`src/rtl/cmd_frame_pkg.sv`:
```
// Shared constants and types for the host command deframer.
package cmd_frame_pkg;

    localparam logic [7:0]  SYNC_BYTE  = 8'hA5;
    localparam int unsigned FRAME_LEN  = 7;
    // Frame minus SYNC, ADDR and CSUM.
    localparam int unsigned DATA_BYTES = FRAME_LEN - 3;

    typedef enum logic [1:0] {
        IDLE = 2'd0,
        ADDR = 2'd1,
        DATA = 2'd2,
        CSUM = 2'd3
    } state_t;

    typedef struct packed {
        logic [7:0]  addr;
        logic [31:0] data;
    } cmd_t;

endpackage

```
`src/rtl/sat_counter.sv`:
```
// Event counter that sticks at all-ones instead of wrapping.
module sat_counter #(
    parameter int unsigned W = 8
) (
    input  logic         clk,
    input  logic         rst_n,
    input  logic         inc,
    output logic [W-1:0] cnt
);

    always_ff @(posedge clk or negedge rst_n) begin
        if (!rst_n) begin
            cnt <= '0;
        end else if (inc && (cnt != {W{1'b1}})) begin
            cnt <= cnt + W'(1);
        end
    end

endmodule

```
`src/rtl/cmd_frame_parser.sv`:
```
// Deframes SYNC/ADDR/D3..D0/CSUM byte frames into single-cycle register writes;
// bad checksums and inter-byte timeouts drop the frame and are counted.
module cmd_frame_parser
    import cmd_frame_pkg::*;
#(
    parameter int unsigned TIMEOUT_CYCLES = 1000,
    parameter int unsigned ERR_CNT_W      = 8
) (
    input  logic                 clk,
    input  logic                 rst_n,
    input  logic [7:0]           i_byte,
    input  logic                 i_byte_valid,
    output logic [7:0]           o_cmd_addr,
    output logic [31:0]          o_cmd_data,
    output logic                 o_cmd_wr,
    output logic [ERR_CNT_W-1:0] o_csum_err_cnt,
    output logic [ERR_CNT_W-1:0] o_timeout_cnt,
    output logic                 o_busy
);

    localparam int unsigned GAP_W = $clog2(TIMEOUT_CYCLES + 1);
    localparam int unsigned IDX_W = 2;

    state_t           state_q, state_d;
    logic [GAP_W-1:0] gap_q, gap_d;
    cmd_t             shadow_q, shadow_d;
    cmd_t             cmd_q, cmd_d;
    logic [7:0]       xor_q, xor_d;
    logic [IDX_W-1:0] idx_q, idx_d;
    logic             wr_q, wr_d;
    logic             busy_q;

    logic             timeout_c;
    logic             csum_ok_c;
    logic             csum_err_c;

    // A byte arriving on the expiry cycle takes priority over the timeout.
    assign timeout_c  = (state_q != IDLE) && !i_byte_valid &&
                        (gap_q == GAP_W'(TIMEOUT_CYCLES - 1));
    assign csum_ok_c  = (state_q == CSUM) && i_byte_valid && (i_byte == xor_q);
    assign csum_err_c = (state_q == CSUM) && i_byte_valid && (i_byte != xor_q);

    // State register
    always_ff @(posedge clk or negedge rst_n) begin
        if (!rst_n) begin
            state_q <= IDLE;
        end else begin
            state_q <= state_d;
        end
    end

    // Next-state logic
    always_comb begin
        state_d = state_q;
        if (timeout_c) begin
            state_d = IDLE;
        end else if (i_byte_valid) begin
            unique case (state_q)
                IDLE: if (i_byte == SYNC_BYTE) state_d = ADDR;
                ADDR: state_d = DATA;
                DATA: if (idx_q == IDX_W'(DATA_BYTES - 1)) state_d = CSUM;
                CSUM: state_d = IDLE;
                default: state_d = IDLE;
            endcase
        end
    end

    // Datapath / output next values
    always_comb begin
        shadow_d = shadow_q;
        xor_d    = xor_q;
        idx_d    = idx_q;
        cmd_d    = cmd_q;
        wr_d     = 1'b0;
        gap_d    = ((state_q == IDLE) || i_byte_valid || timeout_c) ? '0 : gap_q + GAP_W'(1);
        if (i_byte_valid) begin
            unique case (state_q)
                ADDR: begin
                    shadow_d.addr = i_byte;
                    xor_d         = i_byte;
                    idx_d         = '0;
                end
                DATA: begin
                    shadow_d.data = {shadow_q.data[23:0], i_byte};
                    xor_d         = xor_q ^ i_byte;
                    idx_d         = idx_q + IDX_W'(1);
                end
                CSUM: begin
                    if (csum_ok_c) begin
                        cmd_d = shadow_q;
                        wr_d  = 1'b1;
                    end
                end
                default: ;
            endcase
        end
    end

    // Datapath and output registers
    always_ff @(posedge clk or negedge rst_n) begin
        if (!rst_n) begin
            gap_q    <= '0;
            shadow_q <= '0;
            cmd_q    <= '0;
            xor_q    <= '0;
            idx_q    <= '0;
            wr_q     <= 1'b0;
            busy_q   <= 1'b0;
        end else begin
            gap_q    <= gap_d;
            shadow_q <= shadow_d;
            cmd_q    <= cmd_d;
            xor_q    <= xor_d;
            idx_q    <= idx_d;
            wr_q     <= wr_d;
            busy_q   <= (state_d != IDLE);
        end
    end

    sat_counter #(.W(ERR_CNT_W)) u_csum_err_cnt (
        .clk   (clk),
        .rst_n (rst_n),
        .inc   (csum_err_c),
        .cnt   (o_csum_err_cnt)
    );

    sat_counter #(.W(ERR_CNT_W)) u_timeout_cnt (
        .clk   (clk),
        .rst_n (rst_n),
        .inc   (timeout_c),
        .cnt   (o_timeout_cnt)
    );

    assign o_cmd_addr = cmd_q.addr;
    assign o_cmd_data = cmd_q.data;
    assign o_cmd_wr   = wr_q;
    assign o_busy     = busy_q;

endmodule

```
`config.mk`:
```
export PLATFORM = sky130hd
export DESIGN_NAME = cmd_frame_parser
export DESIGN_NICKNAME = d
export VERILOG_FILES = /design/src/rtl/cmd_frame_pkg.sv /design/src/rtl/sat_counter.sv /design/src/rtl/cmd_frame_parser.sv
export SDC_FILE = /design/constraint.sdc
export NUM_CORES = 1
export LEC_CHECK = 0
export ABC_CLOCK_PERIOD_IN_PS = 5100
export BUFFER_PORTS_ARGS = -buffer_cell sky130_fd_sc_hd__buf_2
export CAP_MARGIN = 5
export CORE_MARGIN = 2
export CORE_UTILIZATION = 60
export DETAILED_ROUTE_END_ITERATION = 8
export PLACE_DENSITY_LB_ADDON = 0.15
export SYNTH_ARGS = -nofsm -noshare
export SYNTH_HDL_FRONTEND = slang
export SYNTH_SLANG_ARGS = --single-unit
```
`constraint.sdc`:
```
create_clock -name clk -period 5.1 [get_ports clk]
set_input_delay 0.51 -clock clk [delete_from_list [all_inputs] [get_ports clk]]
set_output_delay 0.51 -clock clk [all_outputs]
set_load 0.1 [all_outputs]
```
# [After elaboration in Yosys (flattened, before gate mapping)]
# Cells that the tools add are included.
[totals] reg_bits=120 latchBits=0 ramBits=0 romBits=0 in_bits=11 output_inout_bits=58 word_cells=56 n_memories=0
[op_classes] add_sub_neg=4 multipliers=0 div_mod_pow=0 magnitude_cmp=0 eq_ne=10 shift=0 n_mux=11 bitwise_logic=1 reduce_logical=18
[ops] cell="$add A8 B1 Y8 const B" count=2
[ops] cell="$ne A8 B8 Y1 const B" count=2
[ops] cell="$pmux W8 S2" count=1
[ops] cell="$add A10 B1 Y10 const B" count=1
[ops] cell="$eq A10 B10 Y1 const B" count=1
[ops] cell="$mux W10" count=1
[ops] cell="$eq A8 B8 Y1" count=1
[ops] cell="$eq A8 B8 Y1 const B" count=1
[ops] cell="$mux W2" count=4
[ops] cell="$ne A8 B8 Y1" count=1
[ops] cell="$pmux W2 S4" count=1
[ops] cell="$xor A8 B8 Y8" count=1
[ops] cell="$logic_and A1 B1 Y1" count=7
[ops] cell="$eq A2 B2 Y1 const B" count=3
[ops] cell="$reduce_and A2 Y1" count=3
[ops] cell="$reduce_bool A2 Y1" count=3
[ops] cell="$pmux W2 S2" count=1
[ops] cell="$mux W1" count=3
[ops] cell="$reduce_and A3 Y1" count=1
[ops] cell="$add A2 B1 Y2 const B" count=1
[ops] cell="$eq A2 B1 Y1 const B" count=1
[ops] cell="$logic_not A2 Y1" count=1
[ops] cell="$logic_or A1 B1 Y1" count=2
[ops] cell="$logic_not A1 Y1" count=1

# [Depth between registers and ports, before layout]
# Gate-level depths: netlist of the first run.
[logic_depth] word_depth=6 depth_mapped=8 mapped_depth_nobuf=7

# [Cells and area by module]
# Synthesis of the first run repeated with hierarchy kept, for this count alone.
[hier_totals] hier_cells=368 area_unflattened_um2=5054.8
[by_module_without_submodules] module="cmd_frame_parser" n_inst=1 cells_each=300 area_each_um2=4239.1 seq_area_each_um2=2602.5
[by_module_without_submodules] module="sat_counter" n_inst=2 cells_each=34 area_each_um2=407.9 seq_area_each_um2=200.2

# [Worst setup path before layout of the first run]
# OpenSTA, ideal clock, no wires.
[synth_timing] path_type="reg-to-reg" from="register u_csum_err_cnt.cnt[0]" to="register u_csum_err_cnt.cnt[1]" setup_ns=0.126 arrival_ns=2.103 required_time_ns=4.974 slack_ns=2.872 path_stages_with_launch=7 path_buffers=0 period_less_slack_ns=2.228 path_cell_list="dfrtp_1 ha_1 nand2_1 nor3_1 nor2_1 and2_1 mux2_2"
[synth_via] elab_chain_cells=2 elab_cells_between_ends=3 classes_between="1 x add/sub; 1 x eq/ne; 1 x reduce/logical"
[synth_rtl] item="start, declared" line_no="sat_counter.sv:8" source="output logic [W-1:0] cnt"
[synth_rtl] item="start signal, assigned" line_no="sat_counter.sv:15" source="cnt <= cnt + W'(1);"
[synth_rtl] item="parallel branches: the longest is 2 deep, another holds $add A8 B1 Y8"
# Several ways; the timed one is not identified.
# A chain may end at the register's enable or synchronous reset.

# [Worst setup path after layout of the first run]
[layout_timing] from="register xor_q[5]" to="register cmd_q (netlist bit o_cmd_data[6])"
[layout_via] elab_chain_cells=3
[layout_rtl] item="start, declared" line_no="cmd_frame_parser.sv:28" source="logic [7:0] xor_q, xor_d;"
[layout_rtl] item="start signal, assigned" line_no="cmd_frame_parser.sv:113" source="xor_q <= xor_d;"
[layout_rtl] item="$eq A8 B8 Y1" line_no="cmd_frame_parser.sv:40" source="assign csum_ok_c = (state_q == CSUM) && i_byte_valid && (i_byte == xor_q);"
[layout_rtl] item="$logic_and A1 B1 Y1" line_no="cmd_frame_parser.sv:40"
[layout_rtl] item="$reduce_and A3 Y1 (no line)"
[layout_rtl] item="end signal, assigned" line_no="cmd_frame_parser.sv:112" source="cmd_q <= cmd_d;"
[layout_rtl] item="end, declared" line_no="cmd_frame_parser.sv:27" source="cmd_t cmd_q, cmd_d;"
# No other way between the ends.

==> reports/qor.tcl, run 1 <==
set qor(clock_power_share_pct) 37.8
set qor(postCtsHoldBufs) 0
set qor(coreArea_mm2) 0.00813
set qor(dp_slack_ns) 2.12
set qor(cp_max_fo) 41
set qor(hold-worst-slack_ns) 0.117
set qor(clk_pin_slew_worst_paths_ns) 0.06
set qor(intPower_uw) 2340
set qor(drt-wirelength-per-cell_um) 16.1
set qor(synthesis.area_mm2) 0.00499
set qor(post_dp_cell_area_mm2) 0.00540
set qor(gp_congestion) 0.841
set qor(crit_type) {reg -> reg}
set qor(initial_core_util_pct) 61.3
set qor(synth_seq_cells) 120
set qor(synthesis.area_per_instance_um2) 13.3
set qor(final_critical_path_setup_slack_ns) 2.35
set qor(clock.fmax_ghz) 0.364
set qor(core.rowCount) 33
set qor(net_sw_share_pct) 31.0
set qor(total_via_count_after_detailed_routing) 3156
set qor(timing.hold.worst.class) {in -> async}
set qor(number_of_buffers_inserted_during_clock_tree_synthesis) 17
set qor(outcome) {complete, no violations}
set qor(share_seq_of_total_power_pct) 40.1
set qor(tritoncts_num_sinks) 120
set qor(max_slew.worst_pin.slew_ns) 1.17
set qor(final_hold_viol_count) 0
set qor(setup_total_negative_slack_ns) 0
set qor(post_cts_resized) 0
set qor(peakVddDrop_mv) 0.316
set qor(cts_buffer_depth) 2
set qor(final-instance-count-excl-fill) 571
set qor(syn_to_final_growth_pct) 21.1
set qor(cts_tree) {yes}
set qor(portBuffers) 68
set qor(place_inst) 539
set qor(globalRoute.totalOverflow) 0
set qor(rsz0062_at_grt) {no}
set qor(p_sw_uw) 1050
set qor(first_global_vias) 3069
set qor(antenna_violating_nets_post_route) 0
set qor(power_density_mw_per_mm2) 561
set qor(groute.usage.overall_pct) 22.1
set qor(timing.critical_path.required_ns) 5.48
set qor(yosysUniqueCellTypes) 38
set qor(pre_repair_dr_iteration_count) 4
set qor(yosys_warnings) 0
set qor(initial_antenna_violation_count) 0
set qor(synth_cells) 376
set qor(arrival_ns) 3.13
set qor(drtIter0Drc) 163
set qor(number_of_nets_at_the_end_of_the_flow) 472
set qor(yosysSeqAreaShare_pct) 60.2
set qor(total_leakage_power_uw) 0.00304
set qor(routed_via_density) 5.53
set qor(setup_viol) 0
set qor(cts.repair_timing.setup_buffer_count) 0
set qor(r2r.worst_path.cells) 5
set qor(fraction_of_final_layout_cells_sized_beyond_drive_strength_1_pct) 39.3
set qor(clkLatencyLatePin_ns) 0.50
set qor(ctsHtreeMaxLevel) 4
set qor(finalWirelength_mm) 9.17
set qor(max_cap_violations) 0
set qor(grt_first_pass_wirelength_mm) 15.2
set qor(pin_count_of_the_biggest_net_entering_global_routing) 74
set qor(chipHeight_um) 95.2
set qor(num_io_pins) 69
set qor(root_buffer) {sky130_fd_sc_hd__clkbuf_8}
set qor(place.detailed.hpwl_mm) 5.81
set qor(post-route-drc-count) 0
set qor(critPathLaunchType) {register}
set qor(clock-skew-final_ns) 0.00583
set qor(final_design_area_no_fill_mm2) 0.00604
set qor(max_slew_margin_pct) 21.7
set qor(endpoint_kind) {register}
set qor(diodes) 0
set qor(maxSlewViolCount) 0
set qor(dieWidth_um) 95.2
set qor(layout_worst_path_cycle_share_pct) 53.8
set qor(power_frac_comb_pct) 22.1
set qor(mappedNetlistNets) 395
set qor(die_ar_mm2) 0.00906
set qor(layout_min_cycle_time_ns) 2.75
[through the flow]
stage / utilization [%] / total power (uW)
global placement: 66.4 / 2070
finish: 74.3 / 3390
floorplan: - / 1930
global route: 74.3 / 3550
CTS: 74.3 / 3410
detailed placement: 66.4 / 2110
[synth_stat cells]
master	n	area, um2
sky130_fd_sc_hd__mux2_2	77	867
sky130_fd_sc_hd__nand4b_1	1	8.76
sky130_fd_sc_hd__buf_6	4	45.0
sky130_fd_sc_hd__nor2_1	14	52.6
sky130_fd_sc_hd__nand2_2	1	6.26
sky130_fd_sc_hd__dfrtp_1	120	3000
sky130_fd_sc_hd__buf_2	1	5.00
sky130_fd_sc_hd__or2_2	1	6.26
sky130_fd_sc_hd__o22ai_1	1	6.26
sky130_fd_sc_hd__xor2_1	13	114
sky130_fd_sc_hd__xnor2_1	12	105
sky130_fd_sc_hd__and2_1	3	18.8
sky130_fd_sc_hd__or3_1	1	6.26
sky130_fd_sc_hd__nand4_1	5	31.3
sky130_fd_sc_hd__a41oi_1	1	8.76
sky130_fd_sc_hd__o21ai_1	1	5.00
sky130_fd_sc_hd__inv_1	5	18.8
sky130_fd_sc_hd__mux2_1	3	33.8
sky130_fd_sc_hd__o21a_1	1	7.51
sky130_fd_sc_hd__clkbuf_1	5	18.8
sky130_fd_sc_hd__nor3b_1	1	7.51
sky130_fd_sc_hd__a21oi_1	21	105
sky130_fd_sc_hd__nor3_2	1	10.0
sky130_fd_sc_hd__nor2_4	1	11.3
sky130_fd_sc_hd__nor4_1	4	25.0
sky130_fd_sc_hd__or4b_2	1	10.0
sky130_fd_sc_hd__mux2i_1	1	10.0
sky130_fd_sc_hd__nor2b_1	2	12.5
sky130_fd_sc_hd__buf_1	2	7.51
sky130_fd_sc_hd__nor4bb_1	1	10.0
sky130_fd_sc_hd__ha_1	8	100
sky130_fd_sc_hd__and4b_1	1	10.0
sky130_fd_sc_hd__nor3_1	3	15.0
sky130_fd_sc_hd__nand3_1	14	70.1
sky130_fd_sc_hd__a31oi_1	2	12.5
sky130_fd_sc_hd__o21ai_0	14	70.1
sky130_fd_sc_hd__nand2_1	20	75.1
sky130_fd_sc_hd__and3_1	9	56.3
[power groups by stage]
stage	clock (uW)	combinational [uW]	sequential (uW)
6_report	1280	749	1360
5_1_grt	1350	818	1390
4_1_cts	1300	755	1360
3_5_place_dp	0	741	1370
3_3_place_gp	0	718	1350
2_1_floorplan	0	418	1520
[metal layers]
layer	GRT usage, %	wire [um]	vias to the layer above	part of all wire [%]
li1	-	-	1489	-
met1	29.9	4100	1589	45
met2	34.4	4600	67	50
met3	6.88	360	11	3.9
met4	7.13	108	0	1.2
met5	0	0	-	0
[area by class of cell]
type                    instances  area [um2]
clock buffers                  20         445
clock inverters                12         195
fillers                       538        2090
inverters                       5        18.8
multi-input cells             239        1890
flip-flops and latches        120        3000
well taps                     105         131
repair buffers                 70         358
[final timing paths]
kind,slack (ns),endpoint,startpoint
worst max-delay path,2.35,o_cmd_data[6],xor_q[5]
worst min-delay path,0.12,o_cmd_data[21],rst_n
worst max register to register,2.35,o_cmd_data[6],xor_q[5]
worst min register to register,0.46,gap_q[0],gap_q[0]
max in group asynchronous,3.83,shadow_q[31],rst_n
min in group clk,0.34,gap_q[2],i_byte_valid
[logic make-up after synthesis]
kind of cell / count (synthesis) / share of synthesized area [%]
fa+ha+maj: 8 / 2.01
mux: 81 / 18.3
buf+inv: 17 / 1.91
flops: 120 / 60.2
xor+xnor: 25 / 4.39
compound gates: 41 / 4.32
simple gates: 84 / 8.88
[cell usage in the layout, fill, tap and decap left out, types with 2 or more instances in the layout]
| cell | n |
|---|---|
| sky130_fd_sc_hd__ha_1 | 8 |
| sky130_fd_sc_hd__inv_6 | 2 |
| sky130_fd_sc_hd__dfrtp_1 | 120 |
| sky130_fd_sc_hd__clkbuf_16 | 16 |
| sky130_fd_sc_hd__xor2_1 | 13 |
| sky130_fd_sc_hd__o21ai_0 | 14 |
| sky130_fd_sc_hd__and3_1 | 9 |
| sky130_fd_sc_hd__a31oi_1 | 2 |
| sky130_fd_sc_hd__nand2_1 | 20 |
| sky130_fd_sc_hd__buf_2 | 67 |
| sky130_fd_sc_hd__clkinv_2 | 4 |
| sky130_fd_sc_hd__nor2b_1 | 2 |
| sky130_fd_sc_hd__clkbuf_8 | 3 |
| sky130_fd_sc_hd__mux2_1 | 3 |
| sky130_fd_sc_hd__nor4_1 | 4 |
| sky130_fd_sc_hd__a21oi_1 | 21 |
| sky130_fd_sc_hd__bufinv_16 | 5 |
| sky130_fd_sc_hd__nor2_1 | 14 |
| sky130_fd_sc_hd__nand3_1 | 14 |
| sky130_fd_sc_hd__inv_1 | 5 |
| sky130_fd_sc_hd__xnor2_1 | 12 |
| sky130_fd_sc_hd__and2_1 | 3 |
| sky130_fd_sc_hd__buf_4 | 3 |
| sky130_fd_sc_hd__nor3_1 | 3 |
| sky130_fd_sc_hd__mux2_2 | 77 |
| sky130_fd_sc_hd__nand4_1 | 5 |
[sequential cells by signal, indices dropped and copies added, names as in the netlist, 2 cells and up]
name	flops
o_cmd_data	32
shadow_q	40
xor_q	8
u_csum_err_cnt.cnt	8
u_timeout_cnt.cnt	8
state_q	2
gap_q	10
o_cmd_addr	8
idx_q	2
[critical path, stage by stage (launching register included)]
cell	delay (ns)
sky130_fd_sc_hd__dfrtp_1	0.40
sky130_fd_sc_hd__xor2_1	0.17
sky130_fd_sc_hd__nor4_1	0.42
sky130_fd_sc_hd__nand2_2	0.24
sky130_fd_sc_hd__nor2_4	0.92
sky130_fd_sc_hd__mux2_2	0.44
(Power assumes the default switching activity.)
==> inputs of run 2 (changes only) <==
--- a/config.mk
+++ b/config.mk
@@ -5,11 +5,11 @@
 export SDC_FILE = /design/constraint.sdc
 export NUM_CORES = 1
 export LEC_CHECK = 0
-export ABC_CLOCK_PERIOD_IN_PS = 5100
+export ABC_CLOCK_PERIOD_IN_PS = 2400
 export BUFFER_PORTS_ARGS = -buffer_cell sky130_fd_sc_hd__buf_2
 export CAP_MARGIN = 5
 export CORE_MARGIN = 2
-export CORE_UTILIZATION = 60
+export CORE_UTILIZATION = 51
 export DETAILED_ROUTE_END_ITERATION = 8
 export PLACE_DENSITY_LB_ADDON = 0.15
 export SYNTH_ARGS = -nofsm -noshare
==> constraint.sdc (replaced) <==
create_clock -name clk -period 2.4 [get_ports clk]
set_input_delay 0.24 -clock clk [delete_from_list [all_inputs] [get_ports clk]]
set_output_delay 0.24 -clock clk [all_outputs]
set_load 0.1 [all_outputs]
==> run 2 against run 1 <==
Critical path type unchanged. Total power up 120%. Routed wire length decreased by 0.15%. Maximum frequency up 34%. Combinational power rose by 110%.
==> reports/qor.tcl, run 2 (synthesis results as in run 1) <==
set qor(rsz0062_at_grt) {no}
set qor(fraction_of_final_layout_cells_sized_beyond_drive_strength_1_pct) 39.8 ;# +0.56 points
set qor(mostFrequentLayoutCells) {sky130_fd_sc_hd__dfrtp_1, sky130_fd_sc_hd__mux2_2, sky130_fd_sc_hd__buf_2}
set qor(gp_congestion) 0.768 ;# -8.7%
set qor(timing.hold.worst.class) {in -> reg}
set qor(cts.repair_timing.setup_buffer_count) 0 ;# unchanged
set qor(clk_pin_slew_worst_paths_ns) 0.06 ;# about the same
set qor(regArea_mm2) 0.00300 ;# unchanged
set qor(pin_count_of_the_biggest_net_entering_global_routing) 48 ;# -35%
set qor(total_leakage_power_uw) 0.00308 ;# +1.4%
set qor(groute.usage.overall_pct) 19.0 ;# -3.2 points
set qor(intPower_uw) 5050 ;# +120%
set qor(grt_first_pass_wirelength_mm) 15.2 ;# unchanged
set qor(portBuffers) 68 ;# unchanged
set qor(largest_register_ffs) 40 ;# unchanged
set qor(chipHeight_um) 103 ;# +8.1%
set qor(clock_power_share_pct) 38.6 ;# +0.8 points
set qor(coreArea_mm2) 0.00964 ;# +19%
set qor(diodes) 0 ;# unchanged
set qor(peakVddDrop_mv) 0.587 ;# +86%
set qor(finalWirelength_mm) 9.15 ;# -0.15%
set qor(layout_min_cycle_time_ns) 2.05 ;# -0.694 ns
set qor(num_io_pins) 69 ;# unchanged
set qor(endpoint_kind) {register}
set qor(cts_buffer_depth) 2 ;# unchanged
set qor(hold-worst-slack_ns) 0.0786 ;# -0.0389 ns
set qor(root_buffer) {sky130_fd_sc_hd__clkbuf_8}
set qor(crit_type) {reg -> reg}
set qor(setup_viol) 0 ;# unchanged
set qor(post-route-drc-count) 0 ;# unchanged
set qor(net_sw_share_pct) 30.8 ;# -0.18 points
set qor(clock.fmax_ghz) 0.487 ;# +34%
set qor(global_route.peak_usage_layer) {met2}
set qor(fin_total_pwr_uw) 7290 ;# +120%
set qor(arrival_ns) 2.43 ;# -0.70 ns
set qor(cp_max_fo) 38 ;# -7.3%
set qor(timing.critical_path.required_ns) 2.78 ;# -2.70 ns
set qor(critPathLaunchType) {register}
set qor(dieWidth_um) 103 ;# +8.1%
set qor(core.rowCount) 36 ;# +9.1%
set qor(grt_util_met1_pct) 24.2 ;# -5.8 points
set qor(power_frac_comb_pct) 22.1 ;# about the same
set qor(maxSlewViolCount) 0 ;# unchanged
set qor(p_sw_uw) 2240 ;# +110%
set qor(r2r.worst_path.cells) 6 ;# +1
set qor(drt-wirelength-per-cell_um) 15.1 ;# -5.8%
set qor(share_seq_of_total_power_pct) 39.4 ;# -0.7 points
set qor(syn_to_final_growth_pct) 23.7
set qor(routed_via_density) 5.16 ;# -6.6%
set qor(number_of_nets_at_the_end_of_the_flow) 478 ;# +1.3%
set qor(cts_tree) {yes}
set qor(outcome) {complete, no violations}
set qor(max_slew.worst_pin.slew_ns) 0.571 ;# -0.600 ns
set qor(max_cap_violations) 0 ;# unchanged
set qor(drtIter0Drc) 133 ;# -18%
set qor(antenna_violating_nets_post_route) 0 ;# unchanged
set qor(number_of_buffers_inserted_during_clock_tree_synthesis) 17 ;# unchanged
set qor(setup_total_negative_slack_ns) 0 ;# unchanged
set qor(whs_path_depth) 2
set qor(initial_core_util_pct) 51.7 ;# -9.6 points
set qor(clkLatencyLatePin_ns) 0.51 ;# about the same
set qor(first_global_vias) 3139 ;# +2.3%
set qor(globalRoute.totalOverflow) 0 ;# unchanged
set qor(total_via_count_after_detailed_routing) 3122 ;# -1.1%
set qor(nFillCells) 772 ;# +43%
set qor(multi_input_comb_area_mm2) 0.00189 ;# unchanged
set qor(initial_antenna_violation_count) 0 ;# unchanged
set qor(ctsHtreeMaxLevel) 4 ;# unchanged
set qor(largest_register) {shadow_q}
set qor(pre_repair_dr_iteration_count) 4 ;# unchanged
set qor(die_ar_mm2) 0.0106 ;# +17%
set qor(final_hold_viol_count) 0 ;# unchanged
set qor(tritoncts_num_sinks) 120 ;# unchanged
set qor(clock-skew-final_ns) 0.0121 ;# +0.00627 ns
set qor(max_slew_margin_pct) 61.9 ;# +40 points
set qor(gr-usage-met3_pct) 4.81 ;# -2.1 points
set qor(layout_worst_path_cycle_share_pct) 85.5 ;# +32 points
set qor(m2_gr_usage_pct) 31.3 ;# -3.1 points
set qor(place.detailed.hpwl_mm) 5.99 ;# +3.1%
set qor(layout_commonest_cell) {sky130_fd_sc_hd__dfrtp_1}
set qor(power_density_mw_per_mm2) 1180 ;# +110%
[run 2: cell types whose count changed in the layout (fill, tap and decap cells not counted)]
cell,before,now
sky130_fd_sc_hd__clkinv_4,0,4
sky130_fd_sc_hd__buf_4,3,6
sky130_fd_sc_hd__clkinv_2,4,1
sky130_fd_sc_hd__buf_12,0,2
sky130_fd_sc_hd__clkbuf_8,3,1
sky130_fd_sc_hd__bufinv_16,5,6
sky130_fd_sc_hd__dlygate4sd3_1,0,1
[run 2: worst paths after layout]
| path | startpoint | to | slack, ns |
|---|---|---|---|
| max | xor_q[3] | o_cmd_data[7] | 0.35 |
| min | i_byte[3] | shadow_q[3] | 0.08 |
| max reg2reg | xor_q[3] | o_cmd_data[7] | 0.35 |
| min reg2reg | gap_q[0] | gap_q[0] | 0.46 |
| max in group asynchronous | rst_n | shadow_q[25] | 1.63 |
| min in group asynchronous | rst_n | shadow_q[23] | 0.13 |
[run 2: area by class of cell]
cell class / count / area share, %
clock inverters: 14 / 3.97
repair buffers: 76 / 6.98
well taps: 133 / 2.70
flip-flops and latches: 120 / 48.7
inverters: 5 / 0.304
clock buffers: 18 / 6.77
multi-input cells: 239 / 30.6
[run 2: per-layer routing]
| metal | share of wire [%] | routed length (um) |
|---|---|---|
| met5 | 0 | 0 |
| met4 | 1.5 | 133 |
| met3 | 3.0 | 272 |
| met2 | 51 | 4620 |
| met1 | 45 | 4120 |
[run 2: critical path, cell delays in order (launching register included)]
cell                      delay, ns
sky130_fd_sc_hd__dfrtp_1       0.40
sky130_fd_sc_hd__xor2_1        0.17
sky130_fd_sc_hd__nor4_1        0.35
sky130_fd_sc_hd__nand2_2       0.22
sky130_fd_sc_hd__nor2_4        0.16
sky130_fd_sc_hd__buf_12        0.25
sky130_fd_sc_hd__mux2_2        0.37
[run 2: what timing repair did]
item                      in CTS  in global routing
hold buffers                   1                  0
hold endpoints to repair     120                  0
gates resized for setup        0                  0
[run 2: power by group through the flow]
| stage | registers, uW | logic, uW | clock network, uW |
|---|---|---|---|
| 3_3_place_gp | 2870 | 1550 | 0 |
| 2_1_floorplan | 3220 | 888 | 0 |
| 3_5_place_dp | 2900 | 1600 | 0 |
| 5_1_grt | 2940 | 1760 | 2960 |
| 4_1_cts | 2870 | 1630 | 2870 |
| 6_report | 2870 | 1610 | 2810 |
[run 2: through the flow]
stage / worst slack, ns / instances / cell area (um2) / util (%)
4_1_cts: 0.344 / 605 / 6170 / 64.0
6_report: 0.348 / 605 / 6170 / 64.0
2_1_floorplan: 0.172 / 376 / 4990 / -
3_5_place_dp: 0.348 / 572 / 5500 / 57.0
5_1_grt: 0.122 / 605 / 6170 / 64.0
3_3_place_gp: 0.386 / 572 / 5500 / 57.0
==> inputs of run 3 (changes only) <==
--- a/config.mk
+++ b/config.mk
@@ -9,7 +9,7 @@
 export BUFFER_PORTS_ARGS = -buffer_cell sky130_fd_sc_hd__buf_2
 export CAP_MARGIN = 5
 export CORE_MARGIN = 2
-export CORE_UTILIZATION = 51
+export CORE_UTILIZATION = 25
 export DETAILED_ROUTE_END_ITERATION = 8
 export PLACE_DENSITY_LB_ADDON = 0.15
 export SYNTH_ARGS = -nofsm -noshare
==> run 3 against run 2 <==
Critical path depth unchanged. Global-route usage down 8.6 points. Non-clock buffer count unchanged. Sequential power about the same. Sequential share of layout area down 0.97 points. Final area up 2.0%. Setup slack worse by 0.013 ns. Clock power down 5%. Routed wire length up 11%. Die area up 99%. Final cell count up 22%. Largest power group unchanged.
==> reports/qor.tcl, run 3 (synthesis results as in run 1) <==
set qor(finalWirelength_mm) 10.2 ;# +11%
set qor(antenna_violating_nets_post_route) 0 ;# unchanged
set qor(max_slew.worst_pin.slew_ns) 0.661 ;# +0.0898 ns
set qor(place.detailed.hpwl_mm) 6.77 ;# +13%
set qor(dp_slack_ns) 0.310 ;# -0.0383 ns
set qor(root_buffer) {sky130_fd_sc_hd__clkbuf_16}
set qor(timing.hold.worst.class) {in -> reg}
set qor(coreArea_mm2) 0.0195 ;# +100%
set qor(diodes) 0 ;# unchanged
set qor(clk_pin_slew_worst_paths_ns) 0.05 ;# about the same
set qor(critPathLaunchType) {register}
set qor(routed_via_density) 4.27 ;# -17%
set qor(total_leakage_power_uw) 0.00305 ;# -0.97%
set qor(arrival_ns) 2.35 ;# -0.08 ns
set qor(number_of_buffers_inserted_during_clock_tree_synthesis) 17 ;# unchanged
set qor(dieWidth_um) 145 ;# +41%
set qor(post-route-drc-count) 0 ;# unchanged
set qor(drtIter0Drc) 112 ;# -16%
set qor(clock-skew-final_ns) 0.00899 ;# -0.00311 ns
set qor(post_cts_resized) 0 ;# unchanged
set qor(fraction_of_final_layout_cells_sized_beyond_drive_strength_1_pct) 39.4 ;# -0.42 points
set qor(cpMaxStageDelayCell) {sky130_fd_sc_hd__dfrtp_1}
set qor(pin_count_of_the_biggest_net_entering_global_routing) 121 ;# +150%
set qor(globalRoute.totalOverflow) 0 ;# unchanged
set qor(final_critical_path_setup_slack_ns) 0.335 ;# -0.0135 ns
set qor(crit_type) {reg -> reg}
set qor(initial_antenna_violation_count) 2 ;# +2
set qor(nFillCells) 2006 ;# +160%
set qor(groute.usage.overall_pct) 10.4 ;# -8.6 points
set qor(cp_max_fo) 11 ;# -71%
set qor(syn_to_final_growth_pct) 26.2
set qor(grt_first_pass_wirelength_mm) 17.5 ;# +15%
set qor(power_density_mw_per_mm2) 1140 ;# -3.9%
set qor(peakVddDrop_mv) 0.564 ;# -3.9%
set qor(number_of_nets_at_the_end_of_the_flow) 478 ;# unchanged
set qor(drt-wirelength-per-cell_um) 13.8 ;# -8.9%
set qor(core.rowCount) 51 ;# +42%
set qor(initial_core_util_pct) 25.5 ;# -26 points
set qor(gp_congestion) 0.747 ;# -2.7%
set qor(setup_total_negative_slack_ns) 0 ;# unchanged
set qor(pre_repair_dr_iteration_count) 4 ;# unchanged
set qor(largest_register_ffs) 40 ;# unchanged
set qor(rsz0062_at_grt) {no}
set qor(ctsHtreeMaxLevel) 4 ;# unchanged
set qor(clkLatencyLatePin_ns) 0.41 ;# -0.10 ns
set qor(route.layer.met1.wl_mm) 4.87 ;# +18%
set qor(portBuffers) 68 ;# unchanged
set qor(setup_viol) 0 ;# unchanged
set qor(clock.fmax_ghz) 0.484 ;# -0.65%
set qor(worst_path_largest_cell_delay_ns) 0.40 ;# about the same
set qor(layout_commonest_cell) {sky130_fd_sc_hd__dfrtp_1}
set qor(chipHeight_um) 145 ;# +41%
set qor(largest_register) {shadow_q}
set qor(timing.critical_path.required_ns) 2.69 ;# -0.09 ns
set qor(num_io_pins) 69 ;# unchanged
set qor(cts_tree) {yes}
set qor(cts_buffer_depth) 2 ;# unchanged
set qor(layout_min_cycle_time_ns) 2.07 ;# +0.0135 ns
set qor(tritoncts_num_sinks) 120 ;# unchanged
set qor(final_hold_viol_count) 0 ;# unchanged
set qor(routed-wl-met2_mm) 4.57 ;# -1.1%
set qor(total_via_count_after_detailed_routing) 3145 ;# +0.74%
set qor(outcome) {complete, no violations}
set qor(maxSlewViolCount) 0 ;# unchanged
set qor(layout_worst_path_cycle_share_pct) 86.1 ;# +0.56 points
set qor(path_cells) {xor2_1 > nor4_1 > nand2_2 > nor2_4 > buf_4 > mux2_2}
set qor(first_global_vias) 3220 ;# +2.6%
set qor(met3_length_um) 597 ;# +120%
set qor(die_ar_mm2) 0.0211 ;# +99%
set qor(mostFrequentLayoutCells) {sky130_fd_sc_hd__dfrtp_1, sky130_fd_sc_hd__mux2_2, sky130_fd_sc_hd__buf_2}
set qor(max_cap_violations) 0 ;# unchanged
set qor(endpoint_kind) {register}
set qor(highest_metal_used) {met5}
set qor(max_slew_margin_pct) 55.9 ;# -6.0 points
==> run 3: changes by cell type in the layout (fill, tap and decap cells not counted) <==
cell	previous run	this run
sky130_fd_sc_hd__clkinvlp_4	1	4
sky130_fd_sc_hd__clkinv_4	4	2
sky130_fd_sc_hd__bufinv_16	6	4
sky130_fd_sc_hd__clkbuf_16	16	17
sky130_fd_sc_hd__inv_6	2	0
sky130_fd_sc_hd__clkbuf_1	1	3
==> run 3: worst paths after layout <==
check                      cells after the start    startpoint  slack (ns)              endpoint
setup / recovery                               6      xor_q[3]        0.33         o_cmd_addr[5]
hold / removal                                 2  i_byte_valid        0.16              gap_q[4]
setup reg to reg                               6      xor_q[3]        0.33         o_cmd_addr[5]
hold reg to reg                                1      gap_q[0]        0.45              gap_q[0]
max in group asynchronous                      3         rst_n        1.43  u_timeout_cnt.cnt[1]
min in group asynchronous                      3         rst_n        0.45        o_cmd_data[22]
==> run 3: worst max-delay path: cells and delay by family (launching register included) <==
kind / cells / cell delay, ns
simple gates: 3 / 0.78
mux: 1 / 0.36
xor+xnor: 1 / 0.17
flops: 1 / 0.40
buf+inv: 1 / 0.23
==> run 3: metal layers <==
metal / vias up / GRT usage [%]
met4: 2 / 3.53
met2: 63 / 15.4
met3: 13 / 4.31
met5: - / 0
met1: 1561 / 13.7
li1: 1506 / -
==> run 3: power by group <==
part	total, uW	internal [uW]	switching (uW)
logic	1580	612	973
registers	2880	2530	357
clock network	2680	1770	916
==> run 3: layout make-up <==
type                            instances  area [um2]  area share, %
Clock inverter                         11         173           2.74
Inverter                                5        18.8          0.298
Clock buffer                           21         450           7.16
Multi-Input combinational cell        239        1890           30.0
Timing Repair Buffer                   76         430           6.84
Tap cell                              265         332           5.27
Sequential cell                       120        3000           47.7
==> run 3: timing repair <==
action,4_1_cts,5_1_grt
endpoints found under the hold margin,120,0
buffers inserted,0,0
hold buffers,1,0
==> run 3: stage by stage <==
step	instance area [um2]	hold slack [ns]	cells	power (uW)	util, %
detailed placement	5660	0.401	704	4520	29.0
floorplan	4990	-0.0556	376	4110	-
CTS	6290	0.148	737	7260	32.2
global placement	5660	0.396	704	4490	29.0
finish	6290	0.160	737	7150	32.2
global route	6290	0.158	737	7560	32.2
